[config.mk]
export PLATFORM = sky130hd
export DESIGN_NAME = serial_subtractor
export DESIGN_NICKNAME = d
export VERILOG_FILES = /design/src/rtl/serial_subtractor_pkg.sv /design/src/rtl/serial_subtractor_full_subtractor.sv /design/src/rtl/serial_subtractor.sv
export SDC_FILE = /design/constraint.sdc
export NUM_CORES = 1
export LEC_CHECK = 0
export CAP_MARGIN = 20
export CORE_UTILIZATION = 43
export DETAILED_ROUTE_END_ITERATION = 10
export GPL_TIMING_DRIVEN = 0
export PLACE_DENSITY = 0.79
export SLEW_MARGIN = 25
export SYNTH_ARGS = -nofsm -noshare
export SYNTH_HDL_FRONTEND = slang
export SYNTH_SLANG_ARGS = --single-unit
[constraint.sdc]
create_clock -name clk -period 1.6 [get_ports clk]
set_clock_uncertainty 0.1 [all_clocks]
set_input_delay 0.24 -clock clk [delete_from_list [all_inputs] [get_ports clk]]
set_output_delay 0.24 -clock clk [all_outputs]
set_load 0.05 [all_outputs]
[src/rtl/serial_subtractor_pkg.sv]
// rtl/serial_subtractor_pkg.sv - shared FSM encodings and counter sizing for serial_subtractor
package serial_subtractor_pkg;

  typedef enum logic [1:0] {
    IDLE = 2'd0,
    RUN  = 2'd1,
    DONE = 2'd2
  } state_t;

  // ceil(log2(w)) with a floor of 1 so WIDTH=1 still gets a real counter bit
  function automatic int cnt_width(input int w);
    return (w <= 2) ? 1 : $clog2(w);
  endfunction

endpackage

[src/rtl/serial_subtractor_full_subtractor.sv]
// rtl/serial_subtractor_full_subtractor.sv - 1-bit combinational full subtractor stage
module full_subtractor (
  input  logic X,
  input  logic Y,
  input  logic Bi,
  output logic d,
  output logic bo
);

  assign d  = X ^ Y ^ Bi;
  assign bo = (~X & Y) | (~(X ^ Y) & Bi);

endmodule

[src/rtl/serial_subtractor.sv]
// rtl/serial_subtractor.sv - bit-serial unsigned A - B - Bin, LSB first, valid/ready on both sides
module serial_subtractor
  import serial_subtractor_pkg::*;
#(
  parameter int WIDTH = 4
) (
  input  logic             clk,
  input  logic             rst,
  input  logic [WIDTH-1:0] A,
  input  logic [WIDTH-1:0] B,
  input  logic             Bin,
  input  logic             In_valid,
  output logic             In_ready,
  output logic [WIDTH-1:0] Diff,
  output logic             Borrow,
  output logic             Out_valid,
  input  logic             Out_ready
);

  localparam int CW = cnt_width(WIDTH);

  state_t           state, state_nxt;
  logic [WIDTH-1:0] a_sh, b_sh, d_sh, d_sh_nxt;
  logic             borrow;
  logic [CW-1:0]    cnt;
  logic             stage_d, stage_bo;
  logic             last;

  full_subtractor u_stage (
    .X  (a_sh[0]),
    .Y  (b_sh[0]),
    .Bi (borrow),
    .d  (stage_d),
    .bo (stage_bo)
  );

  assign In_ready = (state == IDLE);
  assign last     = (cnt == CW'(WIDTH - 1));
  // Written as a shift/or so WIDTH=1 needs no degenerate slice
  assign d_sh_nxt = (d_sh >> 1) | (WIDTH'(stage_d) << (WIDTH - 1));

  always_ff @(posedge clk or posedge rst) begin
    if (rst) state <= IDLE;
    else     state <= state_nxt;
  end

  always_comb begin
    state_nxt = state;
    case (state)
      IDLE:    if (In_valid)  state_nxt = RUN;
      RUN:     if (last)      state_nxt = DONE;
      DONE:    if (Out_ready) state_nxt = IDLE;
      default:                state_nxt = IDLE;
    endcase
  end

  always_ff @(posedge clk or posedge rst) begin
    if (rst) begin
      a_sh      <= '0;
      b_sh      <= '0;
      d_sh      <= '0;
      borrow    <= 1'b0;
      cnt       <= '0;
      Diff      <= '0;
      Borrow    <= 1'b0;
      Out_valid <= 1'b0;
    end else begin
      case (state)
        IDLE: begin
          if (In_valid) begin
            a_sh   <= A;
            b_sh   <= B;
            borrow <= Bin;
            cnt    <= '0;
          end
        end
        RUN: begin
          a_sh   <= a_sh >> 1;
          b_sh   <= b_sh >> 1;
          d_sh   <= d_sh_nxt;
          borrow <= stage_bo;
          cnt    <= cnt + 1'b1;
          if (last) begin
            Diff      <= d_sh_nxt;
            Borrow    <= stage_bo;
            Out_valid <= 1'b1;
          end
        end
        DONE: begin
          if (Out_ready) Out_valid <= 1'b0;
        end
        default: ;
      endcase
    end
  end

endmodule
Word level (Yosys, flattened, before mapping)
Cells that the tools add are included.
- $add $sub $neg: 1
- $mul: 0
- divide/modulo/power cells: 0
- order comparisons: 0
- eq/ne operators: 6
- shifts and indexed selects: 0
- mux-type cells: 15
- bitwise gates (word level): 8
- reduce and logical (&&, ||, !) cells: 7
- operator list (cell ; number):
    4-bit one-hot mux with 2 select lines ; 2
    2-bit two-way mux ; 4
    4-bit two-way mux ; 2
    2-bit inequality test, second input constant ; 3
    2-bit one-hot mux with 3 select lines ; 1
    3-bit AND reduction ; 2
    2-bit equality test, second input constant ; 2
    3-bit by 4-bit OR with 4-bit output ; 1
    1-bit one-hot mux with 2 select lines ; 2
    2-bit one-hot mux with 2 select lines ; 1
    2-bit AND reduction ; 2
    2-bit nonzero test ; 2
    1-bit two-way mux ; 3
    2-bit by 1-bit adder with 2-bit output, second input constant ; 1
    1-bit bitwise AND ; 2
    2-bit by 1-bit equality test with 1-bit output, second input constant ; 1
    2-bit zero test ; 1
    1-bit inverter ; 2
    1-bit XOR ; 2
    1-bit OR ; 1
- bits in registers: 23
- latch bits: 0
- bits in writable memories: 0
- ROM bits: 0
- input bits: 13
- output and inout port bits: 7
- word-level logic and storage cells: 46
- memories kept: 0

Longest topological paths before layout
Gate-level depths: netlist (run 1).
- depth after elaboration: 5
- mapped depth: 4
- gate-level depth less buffers: 3

Hierarchy
A second synthesis (run 1) with hierarchy kept.
- cell total of the unflattened synthesis: 91
- area, all modules: 1053.5 µm²
- modules (own cells, without submodules) (module ; times used ; cells an instance ; area each (µm²) ; seq. area each (µm²)):
    serial_subtractor ; 1 ; 87 ; 1022.2 ; 550.5
    full_subtractor ; 1 ; 4 ; 31.3 ; 0.0

Worst setup path after synthesis (run 1)
OpenSTA, ideal clock, no wires.
- path type: flip-flop to flip-flop
- start point: register state[0]
- end point: register borrow
- setup time: 0.185 ns
- arrival time: 1.524 ns
- required time: 1.315 ns
- setup slack: -0.209 ns
- stages on the path, launching flop included: 5
- buffers on the path: 2
- period minus slack after synthesis: 1.809 ns
- cell sequence: dfrtp_1 buf_6 buf_4 nor2_1 a222oi_1
- cells in the longest elaborated chain, start to end: 3
- elaborated cells on any way between the ends: 6
- classes of those cells: eq/ne (2); mux (1); reduce/logical (3)
- RTL lines (what ; RTL line ; source):
    start, declared ; serial_subtractor.sv:22 ; state_t state, state_nxt;
    start signal, assigned ; serial_subtractor.sv:44 ; else state <= state_nxt;
    2-bit zero test (*) ; -- ;
    named net In_ready ; serial_subtractor.sv:13 ; output logic In_ready,
    2-bit inequality test (no source line) or 2-bit nonzero test (tied branches) ; -- ;
    2-bit AND reduction (no source line) ; -- ;
    end signal, assigned ; serial_subtractor.sv:73 ; borrow <= Bin;
    end signal, assigned ; serial_subtractor.sv:81 ; borrow <= stage_bo;
    end, declared ; serial_subtractor.sv:24 ; logic borrow;
Mark *: on every way through the listed nets, which the timed path passes. The rest lies on a longest branch.
A chain may end at the register's enable or synchronous reset.

Worst setup path after layout (run 1)
- start point: register state[0]
- end point: output port In_ready
- cells in the longest elaborated chain, start to end: 1
- RTL lines (what ; RTL line ; source):
    2-bit zero test ; serial_subtractor.sv:37 ; assign In_ready = (state == IDLE);
    end, declared ; serial_subtractor.sv:13 ;
Every way passes these cells.

==> results of run 1 <==
power by group through the flow:
stage	combinational [uW]	sequential [uW]	clock [uW]
after floorplan	845	1200	0
after global placement	1370	999	0
after detailed placement	1420	1010	0
after CTS	1420	1000	432
after global routing	1600	1020	454
final	1490	984	422
cell type report:
type	instances	share of cell area
Inverter	4	0.0112
Buffer	5	0.0345
Timing Repair Buffer	22	0.158
Sequential cell	22	0.411
Clock buffer	3	0.0168
Tap cell	28	0.0261
Multi-Input combinational cell	45	0.320
Clock inverter	1	0.0224
placed cells by master, fill, tap and decap left out, drive strengths merged:
| cell type | netlist | routed |
|---|---|---|
| dfrtp | 22 | 22 |
| clkdlybuf4s50 | 0 | 12 |
| buf | 5 | 9 |
| mux2 | 7 | 7 |
| or4b | 5 | 5 |
| o221a | 5 | 5 |
| dlygate4sd2 | 0 | 5 |
| inv | 4 | 4 |
| nand2b | 3 | 3 |
| clkbuf | 0 | 3 |
| a21oi | 2 | 2 |
| mux2i | 2 | 2 |
| nor2b | 2 | 2 |
| nor4bb | 2 | 2 |
| nor3b | 2 | 2 |
| a211o | 2 | 2 |
| nor2 | 2 | 2 |
| o2bb2ai | 1 | 1 |
| nand3b | 1 | 1 |
| o21ai | 1 | 1 |
| o21bai | 1 | 1 |
| nor4b | 1 | 1 |
| a221oi | 1 | 1 |
| a22o | 1 | 1 |
| a222oi | 1 | 1 |
| o21ba | 1 | 1 |
| fa | 1 | 1 |
| ha | 1 | 1 |
| bufinv | 0 | 1 |
| clkdlybuf4s15 | 0 | 1 |
sequential cells by signal, summed over array words and instances, names as in the netlist:
name       count
Out_valid      1
borrow         1
state          2
Diff           4
d_sh           3
b_sh           4
a_sh           4
cnt            2
Borrow         1
what timing repair did:
action                                  CTS  global route
endpoints found under the setup margin    7             2
buffers inserted                          0             3
gates resized for setup                  18             2
pin swaps                                 0             0
cloned                                    0             0
metal layers:
layer  GRT usage  vias to the layer above  wire length [um]
li1            -                      338                 -
met1       0.221                      351               822
met2       0.273                       17               898
met3      0.0576                        2                84
met4      0.0370                        0                 7
met5           0                        -                 0
through the flow:
step	hold WS, ns	power (uW)	setup WS (ns)	setup TNS [ns]	util
after floorplan	0.129	2050	0.0712	0	-
after global placement	0.372	2370	-0.353	-0.525	0.560
after detailed placement	0.383	2440	-0.366	-0.620	0.560
after CTS	0.292	2850	-0.0300	-0.0300	0.588
after global routing	0.383	3070	-0.0650	-0.0650	0.601
final	0.261	2890	0.00508	0	0.601
logic make-up (layout without fill, tap and decap cells):
kind of cell / count (synthesis) / after routing / synth area share
buffers and inverters: 9 / 35 / 0.0501
AOI/OAI and AO/OA: 16 / 16 / 0.143
muxes: 9 / 9 / 0.0966
and+or+nand+nor: 18 / 18 / 0.141
adders and majority gates: 2 / 2 / 0.0318
DFF: 22 / 22 / 0.538
critical path, delay by kind of cell, from the launching register on:
family / cells / cell delay, ns
flip-flops: 1 / 0.43
buffers and inverters: 3 / 0.42
AND/OR/NAND/NOR: 1 / 0.10
final timing paths:
path | cells after the start | from | end | slack [ns]
max | 4 | state[0] | In_ready | 0.005
min | 2 | rst | cnt[0] | 0.26
max reg2reg | 4 | state[0] | a_sh[1] | 0.06
min reg2reg | 1 | d_sh[1] | d_sh[1] | 0.40
max in group asynchronous | 2 | rst | state[1] | 0.59
min in group clk | 1 | d_sh[1] | d_sh[1] | 0.40
==> results.cfg, run 1 <==
[drt]
drc = 0
detail_route.wl_per_cell_um = 13.9
vias_per_cell = 5.45
num_vias = 708
wl_mm = 1.81
drt_pass1_iterations = 4
drt_iter0_markers = 11
postRouteAntennaNets = 0

[worst_setup_path]
crit_arrival_ns = 1.25
slowest_stage = dfrtp_1
required_ns = 1.26
crit_path_max_incr_delay_ns = 0.43
crit_top_cell = buf_8
cp-end-kind = output port
critical_path_class = reg -> out
cp_max_fo = 10
critPathLaunchType = flop
crit_path_cell_trace = buf_6, buf_8, nor2_4, buf_8

[sta]
rsz0062_at_grt = yes
setup_viol = 0
period_needed_ns = 1.59
hold_viol = 0
slew_viol_final = 0
period_share = 0.997
slew-limit-headroom = 0.473
tightestPinTransition_ns = 0.789
fmax_ghz = 0.627

[final_layout]
finalNonFillerCells = 130
antenna_cells = 0
n_fill_cell = 194
area.sequential_um2 = 552
drive_gt1_frac = 0.275
stdcell_area_um2 = 1340
area_delta_synth_final_pct = 31.1
multi_input_area_um2 = 429
nNetsFinal = 118

[place]
place.gp.congestion = 0.743
dp_hpwl_mm = 1.39
placedCellCount = 123
postPlaceCellArea_um2 = 1250
numPortBuffers = 19

[yosys]
ys_warn_count = 0
netlist_top_cells_area = dfrtp_1 54%, mux2_2 5.5%, o221a_2 5.5%
netlist_instances = 76
synth_top_area_frac = 0.538
async_flop_share = 1.00
ys_seq_area_frac = 0.538
synth_cell_type_count = 28
synth_most_common_cell = dfrtp_1
syn-num-nets = 91
yosys_register_bits = 22
synth_common_cells = 22 x dfrtp_1, 5 x mux2_2, 5 x o221a_2, 5 x or4b_1, 4 x inv_1
synthFlopType = dfrtp_1
syn_area_um2 = 1020
yosysTopAreaCell = dfrtp_1
avgSynthCellArea_um2 = 13.5
synth_edf_count = 0

[global_routing]
grt_pass1_wl_mm = 3.24
gr-total-overflow = 0
first_global_vias = 712
antenna_found_initial = 0
grt_use_total = 0.170
grt_max_degree = 23

[floorplanning]
die_x_um = 50.8
row_count = 17
core_area_um2 = 2230
num_io_pins = 20
dieArea_um2 = 2580
die_height_um = 50.8
start_util = 0.458

[cts]
clkTransAtPathRegs_ns = 0.12
clk_latency_ns = 0.31
cts_tree = done
cts_root_buf = clkbuf_4
clockBufferDepth = 2
clkSinkCount = 22
cts_hold_buf = 0
cts_buffers = 3
cts_max_level = 1

[job]
drv_cap = 0

[power]
peakVddDrop_mv = 1.31
power_frac_comb = 0.514
switchingPower_uw = 1110
p_per_area_nw_per_um2 = 2160
p_int_uw = 1790
power.share.clock = 0.146
seqPwrFrac = 0.340
power.static_leakage_uw = 0.000601
p_sw_frac = 0.382

[hold_path]
hold_class = in -> async

[status]
outcome = completed
Note: power is estimated with default switching activity, not from simulation.
==> run 2: changes to the inputs <==
--- a/config.mk
+++ b/config.mk
@@ -8,6 +8,8 @@
 export CAP_MARGIN = 20
-export CORE_UTILIZATION = 43
+export CELL_PAD_IN_SITES_DETAIL_PLACEMENT = 2
+export CELL_PAD_IN_SITES_GLOBAL_PLACEMENT = 2
+export CORE_UTILIZATION = 33
 export DETAILED_ROUTE_END_ITERATION = 10
 export GPL_TIMING_DRIVEN = 0
-export PLACE_DENSITY = 0.79
+export PLACE_DENSITY = 0.87
 export SLEW_MARGIN = 25
==> constraint.sdc (replaced) <==
create_clock -name clk -period 1.6 [get_ports clk]
set_clock_uncertainty 0.1 [all_clocks]
set_input_delay 0.32 -clock clk [delete_from_list [all_inputs] [get_ports clk]]
set_output_delay 0.32 -clock clk [all_outputs]
set_load 0.05 [all_outputs]
==> run 2 against run 1 <==
The run now ends with design-rule violations left; first-iteration DRC count down 9.1%; count of clock-buffer cells in the layout unchanged; critical path depth down 1; via count up 8.3%; global-route usage down 0.22 points.
==> results.cfg, run 2 (same netlist as run 1, synthesis figures left out) <==
[floorplanning]
start_util = 0.359
die_x_um = 57.7
row_count = 19
dieArea_um2 = 3330
num_io_pins = 20
die_height_um = 57.7
core_area_um2 = 2850

[final_layout]
final_common_cell = dfrtp_1
largestRegisters = Diff: 4 flops, a_sh: 4 flops, b_sh: 4 flops
layout_common_cells = 21 x dfrtp_1, 12 x clkdlybuf4s50_1, 9 x buf_4
nNetsFinal = 122
antenna_cells = 0
area.sequential_um2 = 552
drive_gt1_frac = 0.358
n_fill_cell = 287
area_delta_synth_final_pct = 35.6
multi_input_area_um2 = 429

[place]
dp_hpwl_mm = 1.77
post-place-ws_ns = -0.478
numPortBuffers = 19
place.gp.congestion = 0.719

[cts]
clkTransAtPathRegs_ns = 0.12
cts_tree = done
clkSinkCount = 22
cts_root_buf = clkbuf_4
cts_max_level = 1
clockBufferDepth = 2
cts_buffers = 3
clk_latency_ns = 0.30

[worst_setup_path]
path_buf_inv = 2
path_delay_family = flip-flops
crit_arrival_ns = 1.16
crit_path_max_incr_delay_ns = 0.43
cp-end-kind = output port
critical_path_class = reg -> out
crit_path_cell_trace = buf_12, nor2_4, buf_8
critPathLaunchType = flop
required_ns = 1.18
cp_max_fo = 9
slowest_stage = dfrtp_1
rrSetupSlack_ns = 0.04

[global_routing]
antenna_found_initial = 0
grt_pass1_wl_mm = 4.08
grt_max_degree = 23
first_global_vias = 777
grt_use_total = 0.167
gr-total-overflow = 0

[sta]
fin_tns_setup_ns = 0
slew-limit-headroom = 0.437
tightestPinTransition_ns = 0.844
setup_slack_ns = 0.0223
slew_viol_final = 0
fmax_ghz = 0.634
setup_viol = 0
fin_hold_ws_ns = 0.373
period_share = 0.986
period_needed_ns = 1.58
hold_viol = 0
rsz0062_at_grt = yes

[hold_path]
hold_class = in -> async

[status]
failed_checks = design-rule violations
outcome = finished, violations left

[drt]
postRouteAntennaNets = 0
vias_per_cell = 5.60
drt_iter0_markers = 10
drc = 3
drt_pass1_iterations = 7
wl_mm = 2.64
num_vias = 767
detail_route.wl_per_cell_um = 19.3

[power]
p_sw_frac = 0.394
power.share.clock = 0.136
p_int_uw = 1880
seqPwrFrac = 0.324
p_per_area_nw_per_um2 = 2240
power_frac_comb = 0.540
peakVddDrop_mv = 0.932
power.static_leakage_uw = 0.000618
total_power_uw = 3110
switchingPower_uw = 1230

[job]
drv_cap = 0
==> run 2: cell count changes in the layout (fill, tap and decap cells not counted), sizes merged <==
| cell | previous run | this run |
|---|---|---|
| buf | 9 | 13 |
| clkbuf | 3 | 4 |
| clkdlybuf4s15 | 1 | 5 |
| dlygate4sd2 | 5 | 0 |
==> run 2: layout make-up <==
class                      instances  share of cell area
multi-input combinational         45               0.309
buffer                             4              0.0316
clock buffer                       3              0.0162
sequential                        22               0.398
clock inverter                     1              0.0216
inverter                           4              0.0108
tap                               31              0.0280
timing repair buffer              27               0.185
==> run 2: repair_timing <==
action / 4_1_cts / 5_1_grt
setup endpoints to repair: 7 / 2
hold endpoints to repair: 0 / 0
pin swaps: 0 / 2
hold buffers: 0 / 0
gates resized for setup: 28 / 4
setup buffers: 2 / 6
==> run 2: worst paths after layout <==
path | start | end | cells past startpoint
max | state[0] | In_ready | 3
min | rst | Diff[0] | 2
max reg2reg | state[0] | b_sh[2] | 4
min reg2reg | Diff[2] | Diff[2] | 1
max in group asynchronous | rst | state[1] | 2
min in group clk | Diff[2] | Diff[2] | 1
==> run 2: through the flow <==
stage / cell area, um2 / std cells / utilization
floorplan: 1030 / 76 / -
global placement: 1250 / 126 / 0.440
detailed placement: 1250 / 126 / 0.440
CTS: 1340 / 131 / 0.468
global route: 1390 / 137 / 0.486
finish: 1390 / 137 / 0.486
==> run 2: power groups by stage <==
| stage | Sequential, uW | Combinational (uW) | Clock (uW) |
|---|---|---|---|
| floorplan | 1200 | 845 | 0 |
| global placement | 1000 | 1390 | 0 |
| detailed placement | 1040 | 1470 | 0 |
| CTS | 1010 | 1540 | 432 |
| global route | 1040 | 1810 | 448 |
| finish | 1010 | 1680 | 422 |
==> run 2: per-layer routing <==
layer  global-route usage  up-vias  share of wire
met5                    0        -              0
met4               0.0204        0         0.0049
met3               0.0402        2          0.031
met2                0.316       17           0.56
met1                0.199      400           0.40
li1                     -      348              -
==> run 3: changes to the inputs <==
Settings changed: GPL_ROUTABILITY_DRIVEN set to 0.
==> results of run 3 <==
The final DEF is identical to that of run 2; final timing and power are the same.
